**src/rtl/pc_fetch_unit.sv**
```systemverilog
// pc_fetch_unit: instruction-fetch front end. It owns the PC and drives the
// memory read address. It also tags each returned word with its PC and valid.
// Ports:
//   in:  clk, reset (sync, active-high), stall, branch_taken, branch_off[7:0],
//        jump, jump_target, instr_in[15:0]
//   out: pc_out, if_instr, if_pc, if_valid, halted, fault, instr_count[15:0]
// Optional macro BOUNDS_CHECK_EN: never issue addresses >= MEM_DEPTH; fault.
module pc_fetch_unit #(
  parameter int unsigned         PC_WIDTH  = 16,
  parameter logic [PC_WIDTH-1:0] RESET_PC  = '0,
  parameter int unsigned         MEM_DEPTH = 128,
  parameter logic [15:0]         HALT_WORD = 16'hFFFF
) (
  input  logic                clk,
  input  logic                reset,
  input  logic                stall,
  input  logic                branch_taken,
  input  logic [7:0]          branch_off,
  input  logic                jump,
  input  logic [PC_WIDTH-1:0] jump_target,
  input  logic [15:0]         instr_in,
  output logic [PC_WIDTH-1:0] pc_out,
  output logic [15:0]         if_instr,
  output logic [PC_WIDTH-1:0] if_pc,
  output logic                if_valid,
  output logic                halted,
  output logic                fault,
  output logic [15:0]         instr_count
);

  typedef enum logic [1:0] {
    ST_RUN,
    ST_HALT,
    ST_FAULT
  } state_t;

`ifdef BOUNDS_CHECK_EN
  localparam bit LP_CHK = 1'b1;
`else
  localparam bit LP_CHK = 1'b0;
`endif

  localparam logic [PC_WIDTH:0] LP_DEPTH =
    (PC_WIDTH+1)'(MEM_DEPTH);

  state_t              r_state;
  state_t              w_state_nxt;
  logic [PC_WIDTH-1:0] r_pc_q;
  logic [PC_WIDTH-1:0] w_pc_q_nxt;
  logic [PC_WIDTH-1:0] r_pend_pc;
  logic [PC_WIDTH-1:0] w_pend_pc_nxt;
  logic                r_pend_valid;
  logic                w_pend_valid_nxt;
  logic [15:0]         r_icnt;
  logic [15:0]         w_icnt_nxt;
  logic [PC_WIDTH-1:0] w_br_tgt;
  logic [PC_WIDTH-1:0] w_tgt;
  logic [PC_WIDTH-1:0] w_pc_out;
  logic                w_if_valid;
  logic                w_halt_det;
  logic                w_oob;

  assign w_if_valid = r_pend_valid &&
                      (r_state == ST_RUN);
  assign w_halt_det = w_if_valid &&
                      (instr_in == HALT_WORD);

  assign w_br_tgt = r_pend_pc + PC_WIDTH'(1) +
    {{(PC_WIDTH-8){branch_off[7]}}, branch_off};

  // Address to issue this cycle if nothing
  // blocks it: jump beats branch beats pc_q.
  always_comb begin
    w_tgt = r_pc_q;
    if (w_if_valid && jump)
      w_tgt = jump_target;
    else if (w_if_valid && branch_taken)
      w_tgt = w_br_tgt;
  end

  assign w_oob = LP_CHK &&
    ({1'b0, w_tgt} >= LP_DEPTH);

  always_comb begin
    w_state_nxt      = r_state;
    w_pc_q_nxt       = r_pc_q;
    w_pend_pc_nxt    = r_pend_pc;
    w_pend_valid_nxt = r_pend_valid;
    w_icnt_nxt       = r_icnt;
    // Re-reading pend_pc keeps instr_in stable
    // whenever nothing new is issued.
    w_pc_out         = r_pend_pc;
    unique case (r_state)
      ST_RUN: begin
        if (!stall) begin
          if (w_if_valid)
            w_icnt_nxt = r_icnt + 16'd1;
          if (w_halt_det) begin
            w_state_nxt = ST_HALT;
          end else if (w_oob) begin
            w_state_nxt = ST_FAULT;
          end else begin
            w_pc_out         = w_tgt;
            w_pend_pc_nxt    = w_tgt;
            w_pend_valid_nxt = 1'b1;
            w_pc_q_nxt       = w_tgt + PC_WIDTH'(1);
          end
        end
      end
      default: begin
      end
    endcase
  end

  always_ff @(posedge clk) begin
    if (reset) begin
      r_state      <= ST_RUN;
      r_pc_q       <= RESET_PC;
      r_pend_pc    <= RESET_PC;
      r_pend_valid <= 1'b0;
      r_icnt       <= 16'd0;
    end else begin
      r_state      <= w_state_nxt;
      r_pc_q       <= w_pc_q_nxt;
      r_pend_pc    <= w_pend_pc_nxt;
      r_pend_valid <= w_pend_valid_nxt;
      r_icnt       <= w_icnt_nxt;
    end
  end

  // Reset forces the visible outputs even
  // before the first reset edge lands.
  assign pc_out      = reset ? RESET_PC : w_pc_out;
  assign if_instr    = instr_in;
  assign if_pc       = r_pend_pc;
  assign if_valid    = w_if_valid && !reset;
  assign halted      = (r_state == ST_HALT) && !reset;
  assign fault       = (r_state == ST_FAULT) && !reset;
  assign instr_count = r_icnt;

endmodule

```
**config.mk**
```make
export PLATFORM = sky130hd
export DESIGN_NAME = pc_fetch_unit
export DESIGN_NICKNAME = d
export VERILOG_FILES = /design/src/rtl/pc_fetch_unit.sv
export SDC_FILE = /design/constraint.sdc
export NUM_CORES = 1
export LEC_CHECK = 0
export ABC_AREA = 1
export BUFFER_PORTS_ARGS = -buffer_cell sky130_fd_sc_hd__buf_2
export CAP_MARGIN = 20
export CORE_MARGIN = 4
export CORE_UTILIZATION = 40
export CTS_BUF_LIST = sky130_fd_sc_hd__clkbuf_2 sky130_fd_sc_hd__clkbuf_4 sky130_fd_sc_hd__clkbuf_8
export CTS_CLUSTER_DIAMETER = 200
export CTS_CLUSTER_SIZE = 25
export DETAILED_ROUTE_END_ITERATION = 10
export PLACE_DENSITY = 0.66
export SLEW_MARGIN = 20
export SYNTH_ARGS = -nofsm -noshare
export SYNTH_HDL_FRONTEND = slang
export SYNTH_SLANG_ARGS = --single-unit
export TNS_END_PERCENT = 30
```
**constraint.sdc**
```tcl
create_clock -name clk -period 3.46 [get_ports clk]
set_clock_uncertainty 0.15 [all_clocks]
set_input_delay 0.346 -clock clk [delete_from_list [all_inputs] [get_ports clk]]
set_output_delay 0.346 -clock clk [all_outputs]
set_load 0.02 [all_outputs]
```
==> flow_summary.json <==
{
  "vias_per_cell": 4.91,
  "worst_pin_slew_ns": 0.933,
  "grt_pass1_wl_um": 18200,
  "place_inst": 867,
  "cts.sinks": 50,
  "cts_buffers": 5,
  "diodes": 0,
  "synthAdderAreaFrac": 0.0620,
  "antenna_found_initial": 0,
  "final_util": 0.476,
  "timing.final.crit_share": 0.933,
  "crit_required_ns": 2.96,
  "drive_gt1_frac": 0.214,
  "fill_cells": 1077,
  "min_to": "r_state[0]",
  "rsz0062_at_grt": "no",
  "synth_ff_type": "dfxtp_1",
  "synth-edff-count": 0,
  "outcome": "complete, no violations",
  "synth_top_family_by_area": "simple AND/OR/NAND/NOR gates",
  "core_mm2": 0.00968,
  "area_growth_pct": 16.5,
  "crit_path_top_delay_cell": "fa_1",
  "drtPass1Iterations": 4,
  "r2r_cells": 16,
  "synth_area_mm2": 0.00396,
  "syn-num-nets": 717,
  "r2r_end": "r_pc_q[11]",
  "ios": 112,
  "dpl.hpwl_um": 8760,
  "crit_buf_inv": 3,
  "slowest_delay_ns": 0.39,
  "wl_per_cell_um": 12.8,
  "maxSlewHeadroom": 0.377,
  "ctsResizeCount": 0,
  "clock_latency_ns": 0.33,
  "cts.htree.levels": 2,
  "hold_start": "stall",
  "synthMuxAreaShare": 0,
  "cts_setup_buffers": 0,
  "maxCapViolCount": 0,
  "synth-simple-area-share": 0.361,
  "io_buffers": 110,
  "drt_iter0_markers": 202,
  "irDropWorstVdd_uv": 160,
  "async_flop_share": 0,
  "cp_cell_sequence": "inv_1 > ha_1 > fa_1 > inv_1 > nand3_1 > nand2_1 > nand2_1 > nand3b_1 > nand3_1 > a21oi_4 > nor2_1 > nor2_1 > buf_2",
  "final_antenna_net_count": 0,
  "cts.path.max_buffers": 2,
  "synth.distinct_cells": 41,
  "vias": 4296,
  "syn_area_per_cell_um2": 6.06,
  "drv_slew": 0,
  "design_area_mm2": 0.00461,
  "dieArea_mm2": 0.0115,
  "die_w_um": 107,
  "crit_fanout": 6,
  "endpoint_kind": "output pin",
  "critPathTopFamily": "simple AND/OR/NAND/NOR gates",
  "start_util": 0.409,
  "drc": 0,
  "track_usage": 0.192,
  "arrival_ns": 2.73,
  "cts_hold_buffers": 0,
  "cts_tree": "done",
  "fmax_ghz": 0.310,
  "gr-total-overflow": 0,
  "leakagePower_nw": 2.47,
  "r2r_slack_ns": 0.61,
  "hp-class": "input pin to flip-flop",
  "synthCells": 653,
  "die_y_um": 107,
  "gp_congestion": 0.888,
  "dpl-instance-area_mm2": 0.00451,
  "hold_viol": 0,
  "routed_wl_um": 11200,
  "fin_crit_ns": 3.23,
  "reg2reg_from": "if_pc[0]",
  "tns_ns": 0,
  "clkTransAtPathRegs_ns": 0.10,
  "yosys_warnings": 0,
  "start_kind": "flip-flop",
  "placementRows": 36,
  "root_buffer": "clkbuf_8",
  "grt_max_degree": 42,
  "path_class": "flip-flop to output pin",
  "synthXorXnorAreaFrac": 0.0199,
  "synth-seq-cells": 50,
  "grt_pass1_vias": 4138,
  "yosysSeqAreaShare": 0.253,
  "nets": 805,
  "stdcell_count": 875,
  "setup_violations": 0,
  "hold_depth": 4,
  "synth-compound-area-share": 0.134,
  "powerDensity_mw_per_mm2": 342
}
## per-layer routing
layer  vias up  share of wire  track usage
met5         -              0            0
met4         0          0.026       0.0685
met3        24          0.067       0.0354
met2       149           0.46        0.330
met1      1914           0.45        0.240
li1       2209              -            -
## layout by cell type, fill, tap and decap left out, types with 4 or more instances in the layout
cell,count
nand2_1,156
inv_1,116
buf_2,110
nor2_1,65
dfxtp_1,50
nand3_1,43
a21oi_1,41
o21ai_0,34
ha_1,18
nand4_1,15
o21ai_1,10
nor3_1,9
inv_2,7
xor2_1,7
nand2_2,6
nor2_2,5
clkbuf_8,5
buf_4,4
## sequential cells by signal, indices dropped and copies added (netlist names)
register,count
r_pc_q,16
r_state,1
instr_count,16
r_pend_valid,1
if_pc,16
## per-stage QoR
stage	setup WS (ns)	power (mW)	hold slack (ns)
2_1_floorplan	0.690	1.05	0.280
3_3_place_gp	0.511	1.19	0.292
3_5_place_dp	0.469	1.20	0.309
4_1_cts	0.184	1.59	0.155
5_1_grt	0.0663	1.68	0.179
6_report	0.231	1.58	0.161
## cell type report
type | instances | area [um^2] | area share
Multi-Input combinational cell | 446 | 2300 | 0.499
Tap cell | 133 | 166 | 0.0361
Inverter | 124 | 467 | 0.101
Timing Repair Buffer | 114 | 581 | 0.126
Sequential cell | 50 | 1000 | 0.217
Clock inverter | 3 | 28.8 | 0.00624
Clock buffer | 5 | 68.8 | 0.0149
## report_power, final
group	internal (mW)	leakage, nW	switching [mW]	total, mW
Combinational	0.187	2.01	0.371	0.557
Sequential	0.610	0.411	0.0206	0.631
Clock	0.151	0.0502	0.240	0.391
Total	0.948	2.47	0.631	1.58
## cell families (layout without fill, tap and decap cells)
kind of cell	after synthesis	after routing
compound gates	97	97
xor+xnor	9	9
fa+ha+maj	19	19
buf+inv	157	246
flops	50	50
other cells	1	1
simple gates	320	320
## worst reg2reg max path, stage by stage, from the launching register on
cell	delay, ns
dfxtp_1	0.34
inv_1	0.09
ha_1	0.21
fa_1	0.39
inv_1	0.13
nand3_1	0.11
nand2_1	0.14
nand2_1	0.09
nand3b_1	0.09
nand3_1	0.12
a21oi_4	0.27
nand4_2	0.18
nor2_4	0.16
nand3_2	0.10
nand2_1	0.09
nand2_1	0.05
nor2_1	0.11
## cell usage after synthesis (7+ instances only)
library cell	instances	share of area
a21oi_1	42	0.053
buf_4	19	0.036
clkbuf_1	10	0.0095
dfxtp_1	50	0.25
ha_1	18	0.057
inv_1	116	0.11
inv_2	7	0.0066
nand2_1	156	0.15
nand3_1	43	0.054
nand4_1	15	0.024
nor2_1	65	0.062
nor3_1	10	0.013
o21ai_0	34	0.043
o21ai_1	10	0.013
xor2_1	7	0.015
## worst max-delay path by stage
stage | startpoint | end | slack [ns] | cells past startpoint
after floorplan | if_pc[0] | pc_out[12] | 0.69 | 12
after global placement | branch_off[7] | pc_out[13] | 0.51 | 15
after detailed placement | branch_off[0] | pc_out[12] | 0.47 | 14
after CTS | if_pc[0] | pc_out[12] | 0.18 | 13
after global routing | if_pc[0] | pc_out[12] | 0.07 | 13
final | if_pc[0] | pc_out[8] | 0.23 | 13
Power figures use the tool's default switching activity.
